--- config.mk ---
export PLATFORM = sky130hd
export DESIGN_NAME = time_keeper
export DESIGN_NICKNAME = d
export VERILOG_FILES = /design/src/rtl/time_keeper.sv
export SDC_FILE = /design/constraint.sdc
export NUM_CORES = 1
export LEC_CHECK = 0
export CAP_MARGIN = 10
export CORE_MARGIN = 1
export CORE_UTILIZATION = 25
export DETAILED_ROUTE_END_ITERATION = 12
export GPL_ROUTABILITY_DRIVEN = 0
export PLACE_DENSITY_LB_ADDON = 0.08
export SLEW_MARGIN = 20
export SYNTH_ARGS = -nofsm -noshare
export SYNTH_HDL_FRONTEND = slang
export SYNTH_SLANG_ARGS = --single-unit
--- constraint.sdc ---
create_clock -name i_clk -period 5 [get_ports i_clk]
set_input_delay 0.75 -clock i_clk [delete_from_list [all_inputs] [get_ports i_clk]]
set_output_delay 0.75 -clock i_clk [all_outputs]
set_load 0.02 [all_outputs]
--- src/rtl/time_keeper.sv ---
// time_keeper: day/hour/minute real-time clock with a set mode and
// auto-repeating increment buttons.
module time_keeper #(
    parameter int g_clk_freq = 20000,
    parameter int g_btn_init = 20000,
    parameter int g_btn_hold = 5000
) (
    input  logic       i_clk,
    input  logic       i_reset,
    input  logic       i_set_time_n,
    input  logic       i_incr_day_n,
    input  logic       i_incr_hr_n,
    input  logic       i_incr_min_n,
    output logic [6:0] o_day,
    output logic [4:0] o_hour,
    output logic [5:0] o_minute
);
    localparam int CW = $clog2(g_clk_freq + 1);
    localparam int HMAX = g_btn_init > g_btn_hold ? g_btn_init : g_btn_hold;
    localparam int HW = $clog2(HMAX + 1);
    localparam logic [CW-1:0] CNT_LAST = CW'(g_clk_freq - 1);
    localparam logic [HW-1:0] INIT_LAST = HW'(g_btn_init - 1);
    localparam logic [HW-1:0] HOLD_LAST = HW'(g_btn_hold - 1);
    localparam logic [1:0] S_IDLE = 2'd0;
    localparam logic [1:0] S_INIT = 2'd1;
    localparam logic [1:0] S_REP  = 2'd2;

    logic [3:0]    sync1, sync2;
    logic          set_on;
    logic [2:0]    fire;
    logic [CW-1:0] cnt;
    logic [5:0]    sec;
    logic          sec_wrap, min_tick, hr_tick, day_tick;
    logic [5:0]    sec_inc, min_inc;
    logic [4:0]    hr_inc;
    logic [6:0]    day_inc;

    // bit3 = set, bit2 = day, bit1 = hour, bit0 = minute
    always_ff @(posedge i_clk) begin
        if (i_reset) begin
            sync1 <= '1;
            sync2 <= '1;
        end else begin
            sync1 <= {i_set_time_n, i_incr_day_n, i_incr_hr_n, i_incr_min_n};
            sync2 <= sync1;
        end
    end

    assign set_on = ~sync2[3];

    for (genvar b = 0; b < 3; b++) begin : g_btn
        logic [1:0]    st;
        logic [HW-1:0] hold;
        logic          active;
        assign active = set_on & ~sync2[b];
        assign fire[b] = active & ((st == S_IDLE) | (st == S_INIT && hold == INIT_LAST) |
                                   (st == S_REP && hold == HOLD_LAST));
        // leaving set mode or releasing the button both count as a release
        always_ff @(posedge i_clk) begin
            if (i_reset || !active) begin
                st   <= S_IDLE;
                hold <= '0;
            end else begin
                st   <= (st == S_IDLE || (st == S_INIT && !fire[b])) ? S_INIT : S_REP;
                hold <= (st == S_IDLE || fire[b]) ? '0 : hold + HW'(1);
            end
        end
    end

    always_comb begin
        sec_wrap = cnt == CNT_LAST;
        min_tick = sec_wrap && sec == 6'd59;
        hr_tick  = min_tick && o_minute == 6'd59;
        day_tick = hr_tick && o_hour == 5'd23;
        sec_inc  = sec == 6'd59 ? '0 : sec + 6'd1;
        min_inc  = o_minute == 6'd59 ? '0 : o_minute + 6'd1;
        hr_inc   = o_hour == 5'd23 ? '0 : o_hour + 5'd1;
        day_inc  = {o_day[5:0], o_day[6]};
    end

    // in set mode each field steps only on its own button, so no carries
    always_ff @(posedge i_clk) begin
        if (i_reset) begin
            cnt      <= '0;
            sec      <= '0;
            o_minute <= '0;
            o_hour   <= '0;
            o_day    <= 7'b0000001;
        end else begin
            cnt      <= (set_on || sec_wrap) ? '0 : cnt + CW'(1);
            sec      <= set_on ? '0 : sec_wrap ? sec_inc : sec;
            o_minute <= (set_on ? fire[0] : min_tick) ? min_inc : o_minute;
            o_hour   <= (set_on ? fire[1] : hr_tick) ? hr_inc : o_hour;
            o_day    <= (set_on ? fire[2] : day_tick) ? day_inc : o_day;
        end
    end
endmodule

==> reports/summary.md, run 1 <==
The flow ran to the end, and the final reports show no timing, DRC or antenna violations. The clock network accounts for 48.1% of the total power. 0 antenna diodes ended up in the layout.

Traced cell by cell, the critical path runs through ha_1 > or4bb_1 > or4_4 > a2111oi_2 > o21ai_1 > a221oi_1. The final routed DRC violation total is 0. The area of the die came out at 17900 um^2. The net count after synthesis was 499; the final hold slack was 0.415 ns.

The library cell contributing the largest single delay on the critical path is a2111oi_2. Height of the chip: 134 um. The fraction of the cycle the final worst path needs is 53.1%, and the I/O pin count is 24. In this run the worst hold path is classified as reg -> reg. The number of global-route vias before repair came out at 3224. Each instance of the synthesized netlist takes up on average 8.93 um^2.

After detailed routing, the total wire length is 8990 um. The cell area reported after detailed placement is 4810 um^2, and the core occupancy in the finished layout is 30.6%. Pin count of the biggest net entering global routing: 24. For the leakage power total, the log shows 1.66 nW. The max-cap violation count is 0. The first routing iteration left 192 violations. Power density normalized to cell area: 307 nW/um^2. Of the total power, combinational logic draws 1.7%.

The row count came out at 47. Relative to the synthesized area, the layout overhead comes to 18.1%. The tools report the wire length on met2 as 3770 um. The slew at the pin closest to its max-slew limit came out at 0.801 ns. TritonCTS built the clock tree. For the data required time of the critical path, the log shows 5.25 ns. The most common flop cell mapped by yosys was dfxtp_1.

Setup violations remaining at the end of the flow were counted as 0. The worst-case IR drop observed on VDD is 0.000178 V. The tools report the number of nets still failing antenna checks after routing as 0. The number of distinct library cell variants in the gate-level netlist after synthesis is 56. The finished cells cover 5130 um^2.

STA classifies the critical path startpoint as a register. The number of buffers inserted by post-CTS setup repair came out at 0. Synthesis produced a netlist whose cell count is 486. Category of the critical setup timing path: reg -> reg. For this run, the post-layout net count is 521.

In this run switching power makes up 21.3% of total power. The initial antenna violation count is 0. The endpoint type of the worst setup path is a register. STA puts the critical path data arrival time at 2.90 ns. The maximum cell stage delay along the critical path works out to 0.57 ns. For this block, wires on met1 add up to 4840 um. The number of hold buffers added after CTS was 0. In this run, CTS created clock tree buffers numbering 9.

Detailed placement ended at an HPWL of 6160 um. The H-tree was split into 3 levels. The completed layout was analyzed and its total power is 1.57 mW.

In this run the deepest clock path goes through 2 buffers. The number of gates resized after CTS was 0. Setup total negative slack on the finished layout was measured at 0 ns. Dividing the detail-routed via count by the number of cells gives 4.56. The synthesized netlist occupies a cell area of 4340 um^2.

Setup repair after global routing left no endpoint under its margin. The detailed router used layers up to and including met4. The via count was 3341; the placeable core area was 16800 um^2. The synthesized design spends more area on one cell type than any other, namely dfxtp_1. The initial utilization of the core area, before any placement, comes to 25.9%. In this run the tool buffered the top-level ports with 23 buffer cells. The number of flops mapped to enable cells by yosys is 0, and the share of power burned in registers is 50.3%. After synthesis, the cell types taking the most area are dfxtp_1 45%, nor2_1 7.5%, xor2_1 6.3%. Detailed routing placed a total of 243 um of wire on met3. Root buffer cell: clkbuf_16. The latest clock arrival within the worst-skew pair is 0.34 ns, and the total routing usage reported by global routing is 10.9%. In the synthesized netlist the async set-or-reset flop fraction comes to 0%. In this run, synthesis produced a sequential element count of 98. Counting I/O delays and the setup requirement, the final critical path takes 2.66 ns.

After clock tree synthesis, the clock-pin slew on the worst setup and hold paths is 0.07 ns. Kind of cell adding the most delay to the critical path: compound AO/OA/AOI/OAI gates. Clock skew on the completed layout was measured at 0.00991 ns.

The normalized max-slew margin is 46.2%, and the number of iterations in the first detailed-routing pass is 4. Summed over all nets, the switching power comes to 334 uW. Along the worst path, the maximum fanout reaches 4. After detailed routing, the average wire length per cell comes to 12.3 um. The share of final-layout standard cells stronger than drive strength 1 is 6.63%, and the fraction of the yosys area taken by sequential cells is 45.2%. Together, buffers and inverters on the worst path number 0. The fraction of post-synthesis cell area in the top cell type by area is 45.2%. The logs give 0 for the final number of hold-violating endpoints and 0 for the number of max-slew violations in the final report.

Number of warning messages in the yosys log: 0. In this run the horizontal extent of the chip is 134 um. The total overflow left after global routing is 0. Internal power comes to 1.24 mW. For this design, the sink count on the clock tree is 98. The first-pass GRT wire length came out at 15700 um. For this run, the top clock speed supported by timing is 376 MHz.
[per-stage QoR]
stage,worst slack (ns),instances
floorplan,2.57,486
detailed placement,1.96,717
CTS,2.33,733
global route,2.11,733
finish,2.34,733
global placement,2.03,717
[metal layers]
metal,vias up,track usage [%]
met5,-,0
met4,0,4.73
met3,9,2.19
met2,42,15.9
met1,1561,15.5
li1,1729,-
[cell families after synthesis]
| family | count (synthesis) | share of synthesized area (%) |
|---|---|---|
| compound gates | 43 | 7.64 |
| fa+ha+maj | 7 | 2.02 |
| flops | 98 | 45.2 |
| xor+xnor | 55 | 11.1 |
| buf+inv | 27 | 2.36 |
| simple gates | 247 | 29.6 |
| mux | 9 | 2.08 |
[power groups by stage]
stage	sequential, mW	combinational, mW	clock [mW]
2_1_floorplan	0.807	0.0176	0
3_3_place_gp	0.809	0.0268	0
3_5_place_dp	0.809	0.0270	0
4_1_cts	0.791	0.0271	0.788
5_1_grt	0.792	0.0297	0.823
6_report	0.791	0.0262	0.756
[worst register-to-register path: cells and delay by family (launching register included)]
| kind | cells | cell delay (ns) |
|---|---|---|
| simple gates | 2 | 0.93 |
| compound gates | 3 | 1.03 |
| flops | 1 | 0.35 |
| fa+ha+maj | 1 | 0.24 |
[sequential cells by signal, summed over array words and instances, names as in the netlist]
| name | cells |
|---|---|
| o_hour | 5 |
| sync1 | 4 |
| sec | 6 |
| sync2 | 4 |
| o_minute | 6 |
| g_btn.hold | 45 |
| o_day | 7 |
| cnt | 15 |
| g_btn.st | 6 |
[final timing paths]
path,cells after the start,slack (ns),startpoint,end
worst min register to register,1,0.42,sync1[2],sync2[2]
worst max register to register,6,2.34,g_btn[0].hold[0],o_minute[3]
worst min-delay path,1,0.42,sync1[2],sync2[2]
worst max-delay path,6,2.34,g_btn[0].hold[0],o_minute[3]
[cell usage in the layout (no fill, tap or decap), drive strengths merged, types with 7 or more instances in the layout]
master / synthesis / routed
inv: 14 / 15
nor3: 12 / 12
a21oi: 9 / 9
mux2i: 9 / 9
and3: 13 / 13
or3: 8 / 8
xor2: 31 / 31
xnor2: 24 / 24
dfxtp: 98 / 98
ha: 7 / 7
clkdlybuf4s50: 0 / 23
nor2: 87 / 87
clkbuf: 12 / 10
nand3: 28 / 28
nand4: 11 / 11
nand2b: 10 / 10
or2: 9 / 9
nand2: 32 / 32
[layout make-up]
type	count	area [um^2]
clock buffer	10	229
clock inverter	6	90.1
fill	1743	11600
inverter	14	52.6
multi-input combinational	361	2280
sequential	98	1960
tap	220	275
timing repair buffer	24	238
[cells in the mapped netlist, types with 7 or more instances]
library cell / number
a21oi_1: 9
and3_1: 13
clkbuf_1: 12
dfxtp_1: 98
ha_1: 7
inv_1: 14
mux2i_1: 9
nand2_1: 32
nand2b_1: 10
nand3_1: 28
nand4_1: 11
nor2_1: 87
nor3_1: 12
or2_2: 9
or3_1: 8
xnor2_1: 24
xor2_1: 31
(Power assumes the default switching activity.)
==> run 2: changes to the inputs <==
Clock period 5 ns to 2.25 ns, I/O delays scaled along.
==> run 2 against run 1 <==
Against the previous run: the flow now finishes with violations (negative setup slack); register-to-register slack lost 2.5 ns; clock power rose by 110%; combinational power up 140%; sequential cell count did not move.
==> reports/summary.md, run 2 (same netlist as run 1, synthesis figures left out) <==
The run gives 2 (unchanged) as the buffer depth of the longest clock path. The HPWL after detailed placement was 6780 um (+10%). Power density normalized to cell area: 623 nW/um^2 (+100%).

The library cells used most frequently in the layout, excluding fill and tap cells, are 95 x dfxtp_1, 87 x nor2_1, 34 x buf_4, 32 x nand2_1, 31 x xor2_1. The largest registers in the layout are g_btn.hold (45), cnt (15), o_day (7). The count of port buffers added during placement works out to 23 (unchanged). The share of power burned in registers is 51.5% (+1.2 points), and the mean number of vias per cell is 4.48 (-1.6%). The run gives 21 (+21) as the setup-violating endpoint count in the final report. The number of nets still failing antenna checks after routing was 0 (unchanged); the number of iterations in the first detailed-routing pass was 4 (unchanged). The latest clock arrival within the worst-skew pair was 0.35 ns (about the same). The timing-limited maximum frequency was 421 MHz (+12%); the share of power burned in combinational logic was 1.9% (+0.2 points). The run gives 37 (+54%) as the pin count of the biggest net entering global routing. For the placeable core area, the log shows 16800 um^2 (unchanged). The aggregate negative setup slack is -0.614 ns (-0.614 ns).

Total inserted antenna cells: 0 (unchanged). The net switching power was 717 uW (+110%); the flip-flop count of the largest register, all copies and words added was 45 (unchanged). The clock edge transition at the registers on the reported setup and hold paths was 0.07 ns (about the same). Signal routing reaches up to met4. The clock sink count is 98 (unchanged). The area overhead of the layout relative to synthesis is 26.3%. The height of the chip was 134 um (unchanged); the final clock skew was 0.00729 ns (-0.00262 ns). The worst setup path is of the reg -> reg kind. The final routed DRC violation total is 0 (unchanged), and the data required time of the critical path is 2.52 ns (-2.73 ns).

The fraction of the cycle the final worst path needs works out to 105% (+52 points). Overall power after layout: 3.42 mW (+120%). The switching portion of total power was 21.0% (-0.28 points); the number of global-route vias before repair was 3377 (+4.7%). The I/O pin count was 24 (unchanged); the remaining global-route overflow was 0 (unchanged).

For the multi-input gate area in the final layout, the log shows 2340 um^2 (+2.4%). Endpoint type of the worst setup path: a register. Normalized max-slew margin: 60.0% (+14 points). The horizontal extent of the die was 134 um (unchanged); the arrival time at the worst endpoint was 2.64 ns (-0.26 ns). The aggregate routed wire length is 9350 um (+3.9%), and the final period demand of the worst path is 2.37 ns (-0.284 ns). The share of final-layout standard cells stronger than drive strength 1 came out at 14.2% (+7.6 points).

The row count is 47 (unchanged), and the iteration-0 DRC count of the detailed router is 188 (-2.1%). The initial antenna violation count was 0 (unchanged); the average wire per cell in the routed design was 12.2 um (-0.92%). For the proportion of power drawn by the clock network, the log shows 46.6% (-1.5 points). STA classifies the critical path startpoint as a register. The number of max-slew violations in the final report is 0 (unchanged), and the leakage power total is 1.86 nW (+12%).

The worst voltage drop across the vdd grid is 0.000414 V (+130%), and the number of clock buffers inserted by TritonCTS is 9 (unchanged). The checks that failed: negative setup slack. The maximum fanout count along the critical path works out to 4 (unchanged). The internal power component is 2.70 mW (+120%), and the wire length on met2 is 4120 um (+9.5%). The tools report the root buffer cell as clkbuf_16.

For the final number of hold-violating endpoints, the log shows 0 (unchanged). The kind of path behind the tightest hold check was reg -> reg. The max-cap violation count was 0 (unchanged).

Setup repair after global routing could not meet its margin everywhere. The tools report the slack of the critical path as -0.123 ns (-2.47 ns). The first-pass GRT wire length is 16200 um (+3.2%). TritonCTS built the clock tree. Sequential cell area: 1970 um^2 (+0.19%).

The register containing the most flip-flops in the final layout was g_btn.hold. The number of fillers in the final layout was 1757 (+0.80%). The total routed wire length on the met1 layer was 4800 um (-0.72%). The slew at the pin closest to its max-slew limit is 0.599 ns (-0.202 ns).

The most common cell after layout, fill and taps aside was dfxtp_1. The via count came out at 3448 (+3.2%). The flow ran to the end, but the final reports show violations. For the final net count, the log shows 557 (+6.9%). The starting density of the core is 25.9% (unchanged). The met3 wire length is 316 um (+30%), and the area of the die is 17900 um^2 (unchanged). The logs give 11.4% (+0.47 points) for the total routing usage reported by global routing and 3 (unchanged) for the H-tree level count.
-- run 2: final timing paths --
check,depth (start not counted),slack (ns),startpoint,end
worst min-delay path,1,0.41,sync1[3],sync2[3]
worst min register to register,1,0.41,sync1[3],sync2[3]
worst max register to register,5,-0.12,g_btn[0].hold[13],o_minute[4]
worst max-delay path,5,-0.12,g_btn[0].hold[13],o_minute[4]
-- run 2: critical path: stages (launching register included) --
cell,delay [ns]
dfxtp_1,0.31
or4b_4,0.55
or4_4,0.59
a2111o_1,0.45
a21o_1,0.19
a221oi_2,0.21
-- run 2: layer usage --
layer  vias up  track usage [%]
met2        27             17.7
met1      1609             14.9
met5         -                0
met3         7             3.89
met4         0             3.22
li1       1805                -
-- run 2: power groups by stage --
stage	sequential, mW	clock, mW	combinational (mW)
floorplan	1.79	0	0.0396
global placement	1.80	0	0.0641
detailed placement	1.80	0	0.0643
CTS	1.76	1.67	0.0647
global route	1.76	1.72	0.0707
finish	1.76	1.59	0.0640
-- run 2: area by class of cell --
cell class / instances / area share (%)
Sequential cell: 98 / 35.9
Clock buffer: 12 / 4.68
Tap cell: 220 / 5.02
Clock inverter: 4 / 0.913
Timing Repair Buffer: 60 / 9.95
Multi-Input combinational cell: 361 / 42.6
Inverter: 14 / 0.959
-- run 2: repair_timing --
item	4_1_cts	5_1_grt
gates resized for setup	2	3
pin swaps	7	3
setup buffers	0	0
endpoints found under the setup margin	21	28
hold buffers	0	0
-- run 2: per-stage QoR --
stage | hold slack (ns) | area, um^2 | std cells | setup slack, ns | utilization [%]
floorplan | 0.389 | 4370 | 486 | -0.0621 | -
detailed placement | 0.400 | 5140 | 753 | -0.159 | 30.7
finish | 0.406 | 5480 | 769 | -0.123 | 32.7
global placement | 0.413 | 5140 | 753 | -0.146 | 30.7
CTS | 0.408 | 5460 | 769 | -0.127 | 32.6
global route | 0.419 | 5480 | 769 | -0.234 | 32.7
==> run 3: changes to the inputs <==
Settings changed: CTS_BUF_LIST from default to sky130_fd_sc_hd__clkbuf_8.
Clock period 2.25 ns to 2.03 ns, I/O delays scaled along.
==> run 3 against run 2 <==
Against the previous run: the flow still finishes with violations (negative setup slack); first-iteration DRC count shrank 38%; utilization up 1.7 points; design area up 5.2%; wire length rose by 7.3%; hold slack improved by 0.010 ns; total power down 1.0%.
==> reports/summary.md, run 3 (same netlist as run 1, synthesis figures left out) <==
The path class of the tightest hold or removal check is reg -> reg. The leakage power total was 2.02 nW (+8.5%); the total routing usage reported by global routing was 12.1% (+0.71 points). Number of clock buffers inserted by TritonCTS: 9 (unchanged). For the remaining global-route overflow, the log shows 0 (unchanged). The tools report the startpoint of the most critical register-to-register path as g_btn[0].hold[13].

The first-pass GRT wire length came out at 17000 um (+4.6%). The slack of the critical path was -0.367 ns (-0.244 ns). For the I/O pin count, the log shows 24 (unchanged). The logs give 2450 um^2 (+4.7%) for the multi-input gate area in the final layout and 594 (+6.6%) for the final net count. The slew at the pin closest to its max-slew limit is 0.476 ns (-0.123 ns), and the timing-limited maximum frequency is 417 MHz (-1.0%). The via count was 3637 (+5.5%). For the iteration-0 DRC count of the detailed router, the log shows 117 (-38%). The internal power component came out at 2.63 mW (-2.4%). The category of the critical setup timing path was reg -> reg.

The placeable core area is 16800 um^2 (unchanged). The maximum fanout count along the critical path came out at 4 (unchanged). The share of final-layout standard cells stronger than drive strength 1 was 22.2% (+8.0 points); the pre-CTS setup slack was -0.364 ns (-0.205 ns).

In the layout the commonest cells are 93 x dfxtp_1, 87 x nor2_1, 70 x buf_4, 32 x nand2_1, 31 x xor2_1. The final period demand of the worst path is 2.40 ns (+0.0244 ns). The clock sink count was 98 (unchanged); the arrival time at the worst endpoint was 2.70 ns (+0.06 ns). The net switching power came out at 745 uW (+4.0%). The worst voltage drop across the vdd grid is 0.000276 V (-33%).

The root buffer cell was clkbuf_8. The fraction of the cycle the final worst path needs is 118% (+13 points). The most common cell after layout, fill and taps aside was dfxtp_1. For the final routed DRC violation total, the log shows 0 (unchanged). Counting flops per register, the top entry is g_btn.hold. The post-route standard cell area excluding fillers was 5760 um^2 (+5.2%); the cell area reported after detailed placement was 5410 um^2 (+5.3%). The tools report the number of global-route vias before repair as 3551 (+5.2%). STA classifies the critical path endpoint as a register. The starting density of the core was 25.9% (unchanged); the clock edge transition at the registers on the reported setup and hold paths was 0.10 ns (+0.03 ns). Switching portion of total power: 22.1% (+1.1 points). In the final layout, the registers with the most flip-flops are g_btn.hold (45), cnt (15), o_day (7). The final reports fail on negative setup slack. The H-tree level count came out at 3 (unchanged). The setup-violating endpoint count in the final report was 21 (unchanged); the initial antenna violation count was 0 (unchanged). Worst min-delay path startpoint: sync1[0].

For the number of fillers in the final layout, the log shows 1772 (+0.85%). The max-cap violation count was 0 (unchanged); the flip-flop count of the largest register, all copies and words added was 45 (unchanged). The sequential cell area is 1970 um^2 (+0.13%), and the height of the chip is 134 um (unchanged). The overall power after layout was 3.38 mW (-1.0%).

The average wire per cell in the routed design was 12.5 um (+2.5%); the proportion of power drawn by the clock network was 40.0% (-6.6 points). The core occupancy in the finished layout was 34.4% (+1.7 points); the buffer depth of the longest clock path was 2 (unchanged). The count of port buffers added during placement was 23 (unchanged). The mean number of vias per cell came out at 4.52 (+0.76%). Pin count of the biggest net entering global routing: 22 (-41%). For the total inserted antenna cells, the log shows 0 (unchanged). In this run the worst setup path begins at g_btn[0].hold[13]. The logs give 0 (unchanged) for the number of buffers inserted by hold repair at cts and 4 (unchanged) for the number of iterations in the first detailed-routing pass. The worst setup path is launched from a register. Area of the die: 17900 um^2 (unchanged).

The final clock skew was 0.0139 ns (+0.00662 ns); the aggregate routed wire length was 10000 um (+7.3%). The share of power burned in registers is 57.5% (+6.0 points). Setup repair after global routing could not meet its margin everywhere.

The latest clock arrival within the worst-skew pair was 0.39 ns (+0.04 ns). The final hold slack is 0.416 ns (+0.00996 ns), and the normalized max-slew margin is 68.0% (+8.0 points). The number of max-slew violations in the final report was 0 (unchanged); the power density normalized to cell area was 586 nW/um^2 (-5.9%). Data required time of the critical path: 2.34 ns (-0.18 ns). The final number of hold-violating endpoints was 0 (unchanged). The tools report the share of power burned in combinational logic as 2.5% (+0.6 points). The horizontal extent of the die was 134 um (unchanged). The flow ran to the end, but the final reports show violations. The run gives 0 (unchanged) as the number of nets still failing antenna checks after routing. For the HPWL after detailed placement, the log shows 7340 um (+8.3%). TritonCTS built the clock tree. The area growth from synthesis to layout is 32.8%. The tools report the row count as 47 (unchanged).
==> run 3: worst paths after layout <==
kind / endpoint / slack [ns] / depth (start not counted)
max: o_minute[4] / -0.37 / 5
min: sync2[0] / 0.42 / 1
max reg2reg: o_minute[4] / -0.37 / 5
min reg2reg: sync2[0] / 0.42 / 1
==> run 3: cell type report <==
cell class	instances	share of cell area (%)
clock buffer	12	2.87
clock inverter	3	0.673
inverter	14	0.912
multi-input combinational	361	42.4
sequential	98	34.1
tap	220	4.78
timing repair buffer	97	14.2
==> run 3: per-stage QoR <==
step | std cells | TNS [ns]
after floorplan | 486 | -2.85
after global placement | 787 | -5.27
after detailed placement | 787 | -5.38
after CTS | 803 | -4.75
after global routing | 805 | -6.68
final | 805 | -4.14
==> run 3: critical path, cell delays in order (launching register included) <==
cell	delay, ns
dfxtp_2	0.33
or4b_4	0.53
or4_4	0.59
a2111o_1	0.45
a21o_1	0.19
a221oi_2	0.23
==> run 3: layer usage <==
metal | vias to the layer above | share of wire, % | global-route usage, % | wire length (um)
met2 | 29 | 48 | 20.1 | 4800
met4 | 0 | 2.1 | 5.49 | 210
met5 | - | 0 | 0 | 0
met3 | 17 | 2.4 | 3.14 | 237
met1 | 1719 | 48 | 14.6 | 4780
li1 | 1872 | - | - | -
==> run 3: timing repair <==
| action | 4_1_cts | 5_1_grt |
|---|---|---|
| gates resized for setup | 8 | 19 |
| setup endpoints to repair | 42 | 64 |
| hold endpoints to repair | 0 | 0 |
| pin swaps | 5 | 11 |
| setup buffers | 1 | 2 |
==> run 3: power groups by stage <==
stage | Combinational [mW] | Sequential, mW | Clock (mW)
finish | 0.0834 | 1.95 | 1.35
global route | 0.0929 | 1.95 | 1.50
CTS | 0.0839 | 1.94 | 1.43
detailed placement | 0.0835 | 1.99 | 0
global placement | 0.0832 | 1.99 | 0
floorplan | 0.0445 | 1.99 | 0
